===== config.mk =====
export PLATFORM = sky130hd
export DESIGN_NAME = stopwatch_seg_display
export DESIGN_NICKNAME = d
export VERILOG_FILES = /design/src/rtl/stopwatch_disp_pkg.sv /design/src/rtl/stopwatch_seg_display_enc.sv /design/src/rtl/stopwatch_seg_display.sv
export SDC_FILE = /design/constraint.sdc
export NUM_CORES = 1
export LEC_CHECK = 0
export ABC_AREA = 1
export CAP_MARGIN = 10
export CORE_MARGIN = 1
export CORE_UTILIZATION = 50
export DETAILED_ROUTE_END_ITERATION = 16
export PLACE_DENSITY_LB_ADDON = 0.15
export SLEW_MARGIN = 20
export SYNTH_ARGS = -nofsm -noshare
export SYNTH_HDL_FRONTEND = slang
export SYNTH_SLANG_ARGS = --single-unit

===== constraint.sdc =====
create_clock -name clk -period 2.3 [get_ports clk]
set_input_delay 0.46 -clock clk [delete_from_list [all_inputs] [get_ports clk]]
set_output_delay 0.46 -clock clk [all_outputs]
set_load 0.005 [all_outputs]

===== src/rtl/stopwatch_disp_pkg.sv =====
// Shared constants for the stopwatch 7-segment display path.
// Segment patterns are active-low, ordered {g,f,e,d,c,b,a}.
package stopwatch_disp_pkg;

  localparam int NUM_DIGITS = 6;

  localparam logic [6:0] SEG_BLANK = 7'h7F;
  localparam logic [6:0] SEG_DASH  = 7'h3F;

  localparam logic [6:0] SEG_TABLE [10] = '{
    7'h40, 7'h79, 7'h24, 7'h30, 7'h19,
    7'h12, 7'h02, 7'h78, 7'h00, 7'h10
  };

endpackage


===== src/rtl/stopwatch_seg_display_enc.sv =====
// bcd_to_7seg: 4-bit BCD to active-low 7-segment pattern.
// Nibbles A-F show a dash so corrupt time is visible.
module bcd_to_7seg
  import stopwatch_disp_pkg::*;
(
  input  logic [3:0] bcd,
  output logic [6:0] seg
);

  // table lookup with dash fallback for non-BCD input
  always_comb begin
    seg = SEG_DASH;
    if (bcd < 4'd10) seg = SEG_TABLE[bcd];
  end

endmodule


===== src/rtl/stopwatch_seg_display.sv =====
// stopwatch_seg_display: 6-digit multiplexed common-anode driver.
// Optional LEADING_ZERO_BLANK_EN blanks leading zeros on digits 5..3.
module stopwatch_seg_display
  import stopwatch_disp_pkg::*;
#(
  parameter int          REFRESH_DIV = 100000,
  parameter logic [5:0]  DP_MASK     = 6'b010100
)(
  input  logic        clk,
  input  logic        reset,
  input  logic [23:0] disp_time,
  output logic [5:0]  an,
  output logic [6:0]  seg,
  output logic        dp,
  output logic        frame_done
);

  localparam int DW = $clog2(REFRESH_DIV);
  localparam logic [DW-1:0] DIV_MAX = DW'(REFRESH_DIV - 1);
  localparam logic [2:0] LAST = 3'(NUM_DIGITS - 1);

  logic [DW-1:0] div;
  logic [2:0]    idx;
  logic [23:0]   snap;
  logic [23:0]   snap_nx;
  logic          live;
  logic          tick;
  logic          load;
  logic          blank;
  logic [3:0]    digit;
  logic [6:0]    enc;

  assign tick = (div == DIV_MAX);
  assign load = (div == '0) && (idx == 3'd0);

  // The snapshot edge also drives digit 0, so encode the value
  // being captured rather than the stale one.
  assign snap_nx = load ? disp_time : snap;
  assign digit   = snap_nx[{idx, 2'b00} +: 4];

  bcd_to_7seg u_enc (
    .bcd (digit),
    .seg (enc)
  );

  // leading-zero detection for the upper three digits
  always_comb begin
    blank = 1'b0;
`ifdef LEADING_ZERO_BLANK_EN
    unique case (1'b1)
      idx == 3'd5: blank = (snap_nx[23:20] == 4'h0);
      idx == 3'd4: blank = (snap_nx[23:16] == 8'h0);
      idx == 3'd3: blank = (snap_nx[23:12] == 12'h0);
      default:     blank = 1'b0;
    endcase
`else
    blank = 1'b0;
`endif
  end

  // refresh divider, digit index, frame snapshot and frame pulse
  always_ff @(posedge clk or negedge reset) begin
    if (!reset) begin
      div        <= '0;
      idx        <= 3'd0;
      snap       <= 24'h0;
      live       <= 1'b0;
      frame_done <= 1'b0;
    end else begin
      live       <= 1'b1;
      div        <= tick ? '0 : div + 1'b1;
      frame_done <= tick && (idx == LAST);
      if (tick) idx <= (idx == LAST) ? 3'd0 : idx + 3'd1;
      if (load) snap <= disp_time;
    end
  end

  // registered pin drive; held blank until the first snapshot lands
  always_ff @(posedge clk or negedge reset) begin
    if (!reset) begin
      an  <= 6'b111111;
      seg <= SEG_BLANK;
      dp  <= 1'b1;
    end else if (live) begin
      an  <= ~(6'b000001 << idx);
      seg <= blank ? SEG_BLANK : enc;
      dp  <= blank ? 1'b1 : ~DP_MASK[idx];
    end
  end

endmodule


---- After elaboration in Yosys (flattened, before gate mapping) ----
Memory sizes are Yosys's and may differ from the RTL's.
Index checks and enable logic that the tools add are counted.
storage, ports and cells
  register bits ........................... 60
  latch bits .............................. 0
  RAM bits ................................ 0
  bits in read-only memories .............. 120
  word-level logic and storage cells ...... 33
  memories ................................ 2
memory list
  name             depth  bits a word  read ports  clocked after Yosys merged registers in  wr ports  line                             source
  (no name shown)  16     7            1           0                                        0         stopwatch_seg_display_enc.sv:13  if (bcd < 4'd10) seg = SEG_TABLE[bcd];
  (no name shown)  8      1            1           0                                        0         stopwatch_seg_display.sv:87      dp <= blank ? 1'b1 : ~DP_MASK[idx];
cells by class
  add/subtract/negate cells ............... 2
  $mul .................................... 0
  div/mod/pow operators ................... 0
  $lt $le $gt $ge ......................... 3
  eq/ne operators ......................... 2
  shifts and indexed selects .............. 2
  muxes and demuxes ....................... 7
  bitwise logic cells ..................... 3
  reductions and logical operators ........ 4
operators by type and width
  kind                   number
  $mux 24                1
  $shiftx 24x6->4        1
  $mux 7                 3
  $add 17x1->17 const B  1
  $eq 17x17->1 const B   1
  $logic_not 17->1       1
  $mux 17                1
  $not 6->6              1
  $shl 1x3->6 const A    1
  $ge 5x5->1 const B     1
  $not 4->5              1
  $lt 3x4->1 const B     1
  $lt 4x4->1 const B     1
  $add 3x1->3 const B    1
  $eq 3x3->1 const B     1
  $logic_not 3->1        1
  $mux 3                 1
  $logic_and 1x1->1      2
  $mux 1                 1
  $not 1->1              1

---- Depth between registers and ports, before layout ----
Gate-level depths: netlist of run 1.
  depth in word-level cells ............... 9
  gate-level depth with buffers ........... 20

---- Hierarchy ----
From an unflattened synthesis of run 1, not the netlist that was laid out.
unflattened totals
  cells, all modules ...................... 423
  area, all modules ....................... 3,294.4 um^2
modules (own cells, without submodules)
  module                 instances  cells each  area each (um^2)  seq. area each (um^2)
  stopwatch_seg_display  1          390         3,114.2           1,519.0
  bcd_to_7seg            1          33          180.2             0.0

---- Worst setup path after synthesis of run 1 ----
Ideal clock, no wire load.
  path kind ............................... reg-to-reg
  from .................................... reg div[0]
  to ...................................... reg seg[3]
  library setup time ...................... 0.061 ns
  arrival ................................. 2.213 ns
  path slack .............................. 0.026 ns
  stages on the path, launching flop included .. 19
  path buffers ............................ 1
  period minus slack after synthesis ...... 2.274 ns
  path through ............................ dfrtp_1 -> inv_1 -> ha_1 -> nand2_1 -> nor2_2 -> nand3_4 -> buf_2 -> nand2_1 -> o211ai_1 -> nand2_1 -> o21ai_1 -> nand2_1 -> inv_1 -> ha_1 -> nand2_1 -> nand3_1 -> nand2_1 -> nand2_1 -> nand2_1
on the way
  word-level cells in the longest chain between the ends .. 9
  elaborated cells between the ends (all ways) .. 10
RTL lines
  item                                        line                             source
  start: declaration                          stopwatch_seg_display.sv:22      logic [DW-1:0] div;
  start signal: assignment                    stopwatch_seg_display.sv:71      div <= tick ? '0 : div + 1'b1;
  $logic_not 17->1 *                          stopwatch_seg_display.sv:34      assign load = (div == '0) && (idx == 3'd0);
  $logic_and 1x1->1 *                         stopwatch_seg_display.sv:34
  $mux 24 *                                   -
  $shiftx 24x6->4 *                           stopwatch_seg_display.sv:39      assign digit = snap_nx[{idx, 2'b00} +: 4];
  $not 4->5 (implied by the code)             stopwatch_seg_display_enc.sv:13
  $mem_v2 16x7                                -
  $mux 7 (implied by the code) (2 in series)  stopwatch_seg_display_enc.sv:13
  $mux 7 *                                    stopwatch_seg_display_enc.sv:13
  end signal: assignment                      stopwatch_seg_display.sv:86      seg <= blank ? SEG_BLANK : enc;
  end: declaration                            stopwatch_seg_display.sv:13      output logic [6:0] seg,
Mark *: on every way between the ends. The rest lies on a longest branch, timed or not. The select of a mux whose other input is x is not followed.
A chain may end at the register's enable or synchronous reset.

---- Final worst setup path of run 1 ----
  from .................................... reg div[1]
  to ...................................... reg seg[5]
Same word-level chain as after synthesis.

==> flow_summary.yaml, run 1 <==
outcome:
  status: "complete, but fails checks"
  failed_checks: "negative setup slack"
yosys:
  synth.cells.most_frequent: "103 x sky130_fd_sc_hd__nand2_1, 74 x sky130_fd_sc_hd__inv_1, 46 x sky130_fd_sc_hd__dfrtp_1, 37 x sky130_fd_sc_hd__nor2_1, 31 x sky130_fd_sc_hd__nand3_1"
  synthDistinctLibCells: 35
  synthesis.instances: 423
  synth-edff-count: 0
  syn_nets: 457
  post-synth-top-count-cell: "sky130_fd_sc_hd__nand2_1"
  seq_area_frac_synth_pct: 46.4
  netlist.top_cell.by_area: "sky130_fd_sc_hd__dfrtp_1"
  synth.avg_cell_area_um2: 7.74
  ys_seq_elements: 60
  synth.yosys.warnings: 0
  synth-async-reset-ratio_pct: 100
  syn-cell-area_um2: 3270
  yosys.area.top_type_share_pct: 35.2
  synthTopCellsByArea: "sky130_fd_sc_hd__dfrtp_1 35%, sky130_fd_sc_hd__nand2_1 12%, sky130_fd_sc_hd__dfstp_2 11%, sky130_fd_sc_hd__inv_1 8.5%, sky130_fd_sc_hd__nand3_1 4.7%"
  synth_top_flop_cell: "sky130_fd_sc_hd__dfrtp_1"
final_layout:
  areaGrowthSynthToFinish_pct: 41.0
  nets: 558
  multiInputGateArea_um2: 1600
  filler_cell_count: 472
  post_layout_nonfiller_instances: 606
  drive_above_1_share_pct: 26.7
  final-seq-area_um2: 1520
  diodes: 0
critical_path:
  setup.worst_path.class: "flip-flop to flip-flop"
  required_ps: 2590
  crit_end_category: "flip-flop"
  path_max_fanout: 6
  reg2regPathDepth: 18
  timing.rr.end: "seg[5]"
  crit_start: "div[1]"
  critical_path.reg2reg.startpoint: "div[1]"
  timing.critical_path.from_type: "flip-flop"
  setup.worst_path.end: "seg[5]"
  cp.arrival_ps: 2720
  rrSetupSlack_ps: -140
timing:
  report.final.setup_viol: 7
  layout_worst_path_cycle_share_pct: 106
  hold_ws_ps: 90.2
  finalWorstPathRequiredPeriod_ps: 2440
  postLayoutSetupSlackWorst_ps: -135
  setup_total_negative_slack_ps: -654
  clock.fmax_ghz: 0.411
  timing.final.hold_violations: 0
  grt_setup_unrepaired: "yes"
  final_max_slew_viol_count: 0
  max_slew_margin_pct: 64.3
  clock_skew_ps: 9.03
  measured_slew_at_the_worst_slew_check_pin_ps: 535
global_routing:
  grt_pass1_wl_um: 13800
  globalRouteTotalUtil_pct: 25.2
  initial_antenna_violation_count: 0
  vias_in_the_first_global_route: 3100
  grt_max_degree: 24
  global_route.overflow_total: 0
routing:
  detailedRoute.firstPassIterationCount: 6
  drcViolationCount: 0
  drtAntennaViolNets: 0
  routed_wl_um: 8830
  post_drt_wl_per_cell_um: 14.6
  drt-initial-drc-count: 183
  vias: 3197
  vias_per_cell: 5.28
clock_network:
  tritoncts_num_sinks: 60
  cts.htree.levels: 3
  cts_tree: "done"
  clock_tree.root_cell: "sky130_fd_sc_hd__clkbuf_8"
  reg_clk_slew_reported_paths_ps: 70
  cts_max_path_buffers: 2
  clock_latency_ps: 340
  post_cts_hold_buffer_count: 0
  tritoncts.num_buffers: 9
pwr:
  total_leakage_power_nw: 2.36
  peakVddDrop_uv: 272
  p_total_mw: 2.26
  power_per_cell_area_nw_per_um2: 489
worst_hold_path:
  holdCritPathClass: "input port to asynchronous set/reset pin"
floorplan:
  design.die.area_um2: 6880
  num_rows: 29
  floorplan.die.height_um: 82.9
  initial_utilization_pct: 51.6
  floorplan.die.width_um: 82.9
  core_um2: 6350
  io_pins: 41
placed_design:
  place.detailed.instances: 568
  gp_congestion: 0.915
  dp.final_hpwl_um: 5640
  buffer_ports.inserted: 40
job:
  max_cap_violations: 0
## metal layers
layer	up-vias	part of all wire (%)	global-route usage, %
li1	1549	-	-
met1	1524	42	31.2
met2	97	50	43.7
met3	27	5.4	4.47
met4	0	2.3	9.87
met5	-	0	0
## metrics by stage
step	util, %	cell area [µm²]	setup WS, ps
after floorplan	-	3270	26.2
after global placement	63.3	4020	-31.7
after detailed placement	63.3	4020	-70.7
after CTS	68.1	4320	-21.2
after global routing	72.7	4620	-245
final	72.7	4620	-135
## sequential cells by signal, indices dropped and copies added, names as in the netlist
register and count:
snap 24, div 17, seg 7, an 6
idx 3, dp 1, frame_done 1, live 1
## how the worst min path moves through the flow
| stage | startpoint | end |
|---|---|---|
| detailed placement | seg[0] | seg[0] |
| floorplan | reset | div[0] |
| finish | reset | snap[1] |
| global placement | snap[15] | snap[15] |
| CTS | reset | snap[1] |
| global route | reset | snap[1] |
## worst max-delay path: stages, from the launching register on
cell and delay [ps]:
sky130_fd_sc_hd__dfrtp_1 380, sky130_fd_sc_hd__inv_1 60, sky130_fd_sc_hd__ha_2 190, sky130_fd_sc_hd__nand2_2 70, sky130_fd_sc_hd__nor2_4 200, sky130_fd_sc_hd__nand3_4 160
sky130_fd_sc_hd__buf_4 170, sky130_fd_sc_hd__nand2_1 80, sky130_fd_sc_hd__o211ai_1 110, sky130_fd_sc_hd__nand2_1 120, sky130_fd_sc_hd__o21ai_1 60, sky130_fd_sc_hd__nand2_1 130
sky130_fd_sc_hd__inv_2 100, sky130_fd_sc_hd__ha_1 200, sky130_fd_sc_hd__nand3_1 110, sky130_fd_sc_hd__nand3_1 80, sky130_fd_sc_hd__nand2_1 60, sky130_fd_sc_hd__nand2_1 50
sky130_fd_sc_hd__nand2_1 70
## cells by family after synthesis
group,count (synthesis),share of synthesized area (%)
adders and majority gates,8,3.06
AOI/OAI and AO/OA,48,9.36
other,1,0.115
buffers and inverters,88,10.6
xor gates and xnor gates,1,0.268
DFF,60,46.4
and+or+nand+nor,217,30.2
## power breakdown
part | internal, mW | total (mW) | switching, mW
Sequential | 1.11 | 1.13 | 0.0194
Clock | 0.479 | 0.879 | 0.400
Combinational | 0.130 | 0.250 | 0.120
## area by class of cell
| type | instances | share of cell area (%) |
|---|---|---|
| well taps | 77 | 2.09 |
| clock buffers | 15 | 3.82 |
| multi-input cells | 276 | 34.7 |
| inverters | 78 | 6.34 |
| flip-flops and latches | 60 | 32.9 |
| clock inverters | 1 | 0.108 |
| repair buffers | 99 | 20.0 |
## cells in the final DEF (no fill, tap or decap), types with 8 or more instances in the layout
master / netlist / final
sky130_fd_sc_hd__nand2_1: 103 / 93
sky130_fd_sc_hd__inv_1: 74 / 71
sky130_fd_sc_hd__buf_4: 1 / 47
sky130_fd_sc_hd__dfrtp_1: 46 / 45
sky130_fd_sc_hd__clkdlybuf4s50_1: 0 / 39
sky130_fd_sc_hd__nor2_1: 37 / 28
sky130_fd_sc_hd__nand3_1: 31 / 27
sky130_fd_sc_hd__nand4_1: 18 / 18
sky130_fd_sc_hd__dfstp_2: 14 / 14
sky130_fd_sc_hd__clkbuf_8: 0 / 12
sky130_fd_sc_hd__nand2_2: 5 / 10
sky130_fd_sc_hd__o21ai_0: 11 / 10
sky130_fd_sc_hd__and2_1: 8 / 8
sky130_fd_sc_hd__a21oi_1: 8 / 8
sky130_fd_sc_hd__buf_6: 1 / 8
## what timing repair did
| action | CTS | global route |
|---|---|---|
| setup buffers | 5 | 15 |
| resized for setup | 18 | 42 |
| gates cloned | 1 | 1 |
| pin swaps | 9 | 20 |
| setup endpoints to repair | 7 | 8 |
No activity file was read; power rests on OpenSTA's default activity.
==> inputs of run 2 (changes only) <==
--- a/config.mk
+++ b/config.mk
@@ -11,6 +11,7 @@
 export CORE_UTILIZATION = 50
 export DETAILED_ROUTE_END_ITERATION = 16
 export PLACE_DENSITY_LB_ADDON = 0.15
+export SETUP_SLACK_MARGIN = 0.15
 export SLEW_MARGIN = 20
 export SYNTH_ARGS = -nofsm -noshare
 export SYNTH_HDL_FRONTEND = slang
==> flow_summary.yaml, run 2 (synthesized netlist as in run 1, its figures left out) <==
global_routing:
  global_route.overflow_total: 0
  globalRouteTotalUtil_pct: 26.0
  vias_in_the_first_global_route: 3074
  grt_max_degree: 24
  initial_antenna_violation_count: 0
  grt_pass1_wl_um: 14100
outcome:
  failed_checks: "design-rule violations, negative setup slack"
  status: "complete, but fails checks"
routing:
  drcViolationCount: 2
  vias: 3156
  post_drt_wl_per_cell_um: 14.4
  routed_wl_um: 8690
  drt-initial-drc-count: 204
  detailedRoute.firstPassIterationCount: 11
  vias_per_cell: 5.22
  drtAntennaViolNets: 0
final_layout:
  diodes: 0
  largest_register: "snap"
  layout_commonest_cell: "sky130_fd_sc_hd__nand2_1"
  drive_above_1_share_pct: 31.3
  nets: 557
  areaGrowthSynthToFinish_pct: 43.9
  final_cell_mix: "90 x sky130_fd_sc_hd__nand2_1, 64 x sky130_fd_sc_hd__inv_1, 46 x sky130_fd_sc_hd__buf_4"
  postLayoutCellArea_um2: 4710
  largest_register_ffs: 24
  largestRegisters: "snap: 24 flops, div: 17 flops, seg: 7 flops"
  filler_cell_count: 466
timing:
  timing.final.hold_violations: 0
  layout_worst_path_cycle_share_pct: 100
  measured_slew_at_the_worst_slew_check_pin_ps: 513
  finalWorstPathRequiredPeriod_ps: 2310
  postLayoutSetupSlackWorst_ps: -9.25
  clock.fmax_ghz: 0.433
  grt_setup_unrepaired: "yes"
  report.final.setup_viol: 1
  max_slew_margin_pct: 65.8
  final_max_slew_viol_count: 0
  hold_ws_ps: 78.6
  clock_skew_ps: 14.2
placed_design:
  buffer_ports.inserted: 40
  place_ws_ps: -108
  placed_cell_area_um2: 4010
  gp_congestion: 0.857
  dp.final_hpwl_um: 5760
clock_network:
  tritoncts_num_sinks: 60
  tritoncts.num_buffers: 9
  cts_tree: "done"
  clock_tree.root_cell: "sky130_fd_sc_hd__clkbuf_8"
  clock_latency_ps: 340
  cts.htree.levels: 3
  reg_clk_slew_reported_paths_ps: 80
  cts_max_path_buffers: 2
critical_path:
  critical_path.reg2reg.startpoint: "div[0]"
  setup.worst_path.class: "flip-flop to flip-flop"
  reg2regPathDepth: 18
  crit_end_category: "flip-flop"
  rrSetupSlack_ps: -9
  required_ps: 2570
  cp.arrival_ps: 2580
  timing.critical_path.from_type: "flip-flop"
  path_max_fanout: 6
  timing.rr.end: "seg[4]"
pwr:
  power_per_cell_area_nw_per_um2: 510
  total_leakage_power_nw: 2.36
  peakVddDrop_uv: 515
  p_total_mw: 2.40
floorplan:
  io_pins: 41
  core_um2: 6350
  num_rows: 29
  design.die.area_um2: 6880
  floorplan.die.width_um: 82.9
  floorplan.die.height_um: 82.9
  initial_utilization_pct: 51.6
worst_hold_path:
  holdCritPathClass: "input port to asynchronous set/reset pin"
job:
  max_cap_violations: 0
[run 2: worst max-delay path: stages (launching register included)]
cell	delay, ps
sky130_fd_sc_hd__dfrtp_1	350
sky130_fd_sc_hd__inv_2	50
sky130_fd_sc_hd__ha_4	170
sky130_fd_sc_hd__nand2_4	70
sky130_fd_sc_hd__nor2_4	50
sky130_fd_sc_hd__buf_12	130
sky130_fd_sc_hd__buf_6	110
sky130_fd_sc_hd__nand3_4	100
sky130_fd_sc_hd__buf_6	150
sky130_fd_sc_hd__buf_6	120
sky130_fd_sc_hd__nand2_2	50
sky130_fd_sc_hd__nand3_2	60
sky130_fd_sc_hd__nand2_2	70
sky130_fd_sc_hd__o21ai_4	270
sky130_fd_sc_hd__nand3_2	160
sky130_fd_sc_hd__nand2_4	120
sky130_fd_sc_hd__nand2_1	60
sky130_fd_sc_hd__nor2_1	120
sky130_fd_sc_hd__nor2_1	50
[run 2: area by class of cell]
class	instances	area, µm²	share of cell area [%]
clock buffer	10	128	2.71
clock inverter	6	80.1	1.70
multi-input combinational	278	1710	36.3
timing repair buffer	96	880	18.7
sequential	60	1520	32.3
inverter	78	295	6.27
tap	77	96.3	2.05
[run 2: worst max-delay path by stage]
stage,from,endpoint,slack (ps),cells after the start
2_1_floorplan,div[0],seg[3],120,18
3_3_place_gp,div[0],seg[3],-30,16
3_5_place_dp,div[0],seg[3],-110,17
4_1_cts,div[0],seg[3],-40,16
5_1_grt,div[16],seg[3],-140,17
6_report,div[0],seg[4],-9,18
[run 2: where the power goes]
part | switching [mW] | internal, mW
registers | 0.0194 | 1.11
logic | 0.121 | 0.123
clock network | 0.429 | 0.603
total | 0.569 | 1.83
[run 2: layer usage]
| metal | global-route usage [%] | wire length (µm) |
|---|---|---|
| met1 | 31.0 | 3670 |
| met2 | 45.8 | 4480 |
| met3 | 5.07 | 330 |
| met4 | 10.3 | 204 |
| met5 | 0 | 0 |
[run 2: stage by stage]
stage,cells,setup TNS [ps],utilization [%]
6_report,605,-9.25,74.2
3_3_place_gp,568,-31.7,63.1
2_1_floorplan,423,0,-
5_1_grt,605,-760,74.2
3_5_place_dp,568,-405,63.1
4_1_cts,597,-84.1,69.6
[run 2: repair_timing]
action                     CTS  global route
buffers inserted            10             8
hold buffers                 0             0
resized for setup           21            61
pin swaps                   14            33
cloned                       3             0
setup endpoints to repair    7            18
hold endpoints to repair     0             0
==> inputs of run 3 (changes only) <==
--- a/config.mk
+++ b/config.mk
@@ -7,6 +7,7 @@
 export LEC_CHECK = 0
 export ABC_AREA = 1
 export CAP_MARGIN = 10
+export CORE_ASPECT_RATIO = 0.5
 export CORE_MARGIN = 1
 export CORE_UTILIZATION = 50
 export DETAILED_ROUTE_END_ITERATION = 16
==> flow_summary.yaml, run 3 (synthesized netlist as in run 1, its figures left out) <==
final_layout:
  postLayoutCellArea_um2: 5000
  nets: 577
  post_layout_nonfiller_instances: 636
  final_cell_mix: "88 x sky130_fd_sc_hd__nand2_1, 67 x sky130_fd_sc_hd__inv_1, 64 x sky130_fd_sc_hd__buf_4"
  multiInputGateArea_um2: 1720
  drive_above_1_share_pct: 34.1
  diodes: 0
  final-seq-area_um2: 1520
  final_core_utilization_pct: 81.0
  layout_commonest_cell: "sky130_fd_sc_hd__nand2_1"
  largest_register: "snap"
  filler_cell_count: 364
  areaGrowthSynthToFinish_pct: 52.8
  largest_register_ffs: 24
  largestRegisters: "snap: 24 flops, div: 17 flops, seg: 7 flops"
floorplan:
  floorplan.die.width_um: 116
  initial_utilization_pct: 53.0
  num_rows: 20
  io_pins: 41
  floorplan.die.height_um: 59.2
  design.die.area_um2: 6900
  core_um2: 6180
pwr:
  p_total_mw: 2.76
  peakVddDrop_uv: 408
  power_per_cell_area_nw_per_um2: 551
  total_leakage_power_nw: 2.51
placed_design:
  place.detailed.instances: 584
  place_ws_ps: -217
  dp.final_hpwl_um: 5850
  placed_cell_area_um2: 4070
  gp_congestion: 0.977
  buffer_ports.inserted: 40
timing:
  grt_setup_unrepaired: "yes"
  setup_total_negative_slack_ps: -966
  clock.fmax_ghz: 0.400
  final_max_slew_viol_count: 0
  measured_slew_at_the_worst_slew_check_pin_ps: 536
  layout_worst_path_cycle_share_pct: 109
  clock_skew_ps: 5.56
  report.final.setup_viol: 7
  hold_ws_ps: 123
  timing.final.hold_violations: 0
  postLayoutSetupSlackWorst_ps: -198
  finalWorstPathRequiredPeriod_ps: 2500
  max_slew_margin_pct: 64.0
critical_path:
  crit_path_cell_trace: "nor2_4 > nand2_2 > nor2_4 > buf_6 > nand3_4 > o21ai_2 > nand2_1 > nand2_1 > inv_1 > nand2_2 > inv_4 > ha_4 > nand2_4 > nand3_2 > nand2_1 > nand2_1 > nand2_1"
  cp.arrival_ps: 2760
  setup.worst_path.class: "flip-flop to flip-flop"
  worst_path_largest_cell_delay_ps: 440
  required_ps: 2570
  path_max_fanout: 6
  crit_end_category: "flip-flop"
  cp_common_cell: "sky130_fd_sc_hd__nand2_1"
  timing.critical_path.from_type: "flip-flop"
  reg2regPathDepth: 17
  critPathSlowestCell: "sky130_fd_sc_hd__dfrtp_2"
routing:
  routed-wl-met3_um: 832
  detailedRoute.firstPassIterationCount: 5
  top_layer: "met4"
  met2WireLength_um: 5130
  vias: 3511
  routed_wl_um: 10500
  drcViolationCount: 0
  drt-initial-drc-count: 225
  vias_per_cell: 5.52
  drtAntennaViolNets: 0
  wirelength_met1_um: 4190
  post_drt_wl_per_cell_um: 16.5
global_routing:
  globalRouteTotalUtil_pct: 29.8
  grt_max_degree: 61
  initial_antenna_violation_count: 0
  global_route.overflow_total: 0
  grt_pass1_wl_um: 15100
  vias_in_the_first_global_route: 3262
outcome:
  status: "complete, but fails checks"
  failed_checks: "negative setup slack"
job:
  max_cap_violations: 0
worst_hold_path:
  holdCritPathClass: "input port to asynchronous set/reset pin"
clock_network:
  reg_clk_slew_reported_paths_ps: 50
  cts_max_path_buffers: 2
  clock_latency_ps: 340
  cts.htree.levels: 3
  cts_tree: "done"
  post_cts_hold_buffer_count: 0
  clock_tree.root_cell: "sky130_fd_sc_hd__clkbuf_16"
  tritoncts_num_sinks: 60
  tritoncts.num_buffers: 9
-- run 3: cell types whose count changed in the layout (fill, tap and decap cells not counted), sizes merged --
cell    delta
clkinv     -1
nand2      -1
clkbuf     +3
bufinv     -2
buf       +21
-- run 3: area by class of cell --
cell class | instances | area share, %
Clock buffer | 13 | 5.85
Timing Repair Buffer | 117 | 21.0
Clock inverter | 3 | 0.300
Inverter | 78 | 5.90
Multi-Input combinational cell | 277 | 34.3
Sequential cell | 60 | 30.4
Tap cell | 88 | 2.20
-- run 3: layer usage --
metal  GRT usage (%)  vias to the layer above
met5               0                        -
met4            12.1                        0
met3            9.71                       46
li1                -                     1592
met1            35.7                     1690
met2            50.5                      183
-- run 3: where the power goes --
| group | internal [mW] | switching [mW] |
|---|---|---|
| sequential | 1.11 | 0.0227 |
| clock | 0.883 | 0.482 |
| combinational | 0.131 | 0.130 |
| total | 2.13 | 0.634 |
-- run 3: repair_timing --
| action | in CTS | in global routing |
|---|---|---|
| setup endpoints to repair | 8 | 18 |
| setup buffers | 20 | 13 |
| gates resized for setup | 29 | 57 |
| cloned | 2 | 1 |
| pin swaps | 23 | 32 |
-- run 3: critical path, delay by kind of cell, from the launching register on --
kind / cells / cell delay (ps)
AND/OR/NAND/NOR: 12 / 1240
flip-flops: 1 / 440
adder cells (fa/ha/maj): 1 / 280
buffers and inverters: 3 / 270
AO/OA/AOI/OAI: 1 / 200
-- run 3: final timing paths --
kind,startpoint,end,slack (ps)
worst min register to register,seg[5],seg[5],470
worst min-delay path,reset,snap[8],120
worst max-delay path,div[14],seg[3],-200
worst max register to register,div[14],seg[3],-200
max in group asynchronous,reset,dp,1880
min in group clk,seg[5],seg[5],470
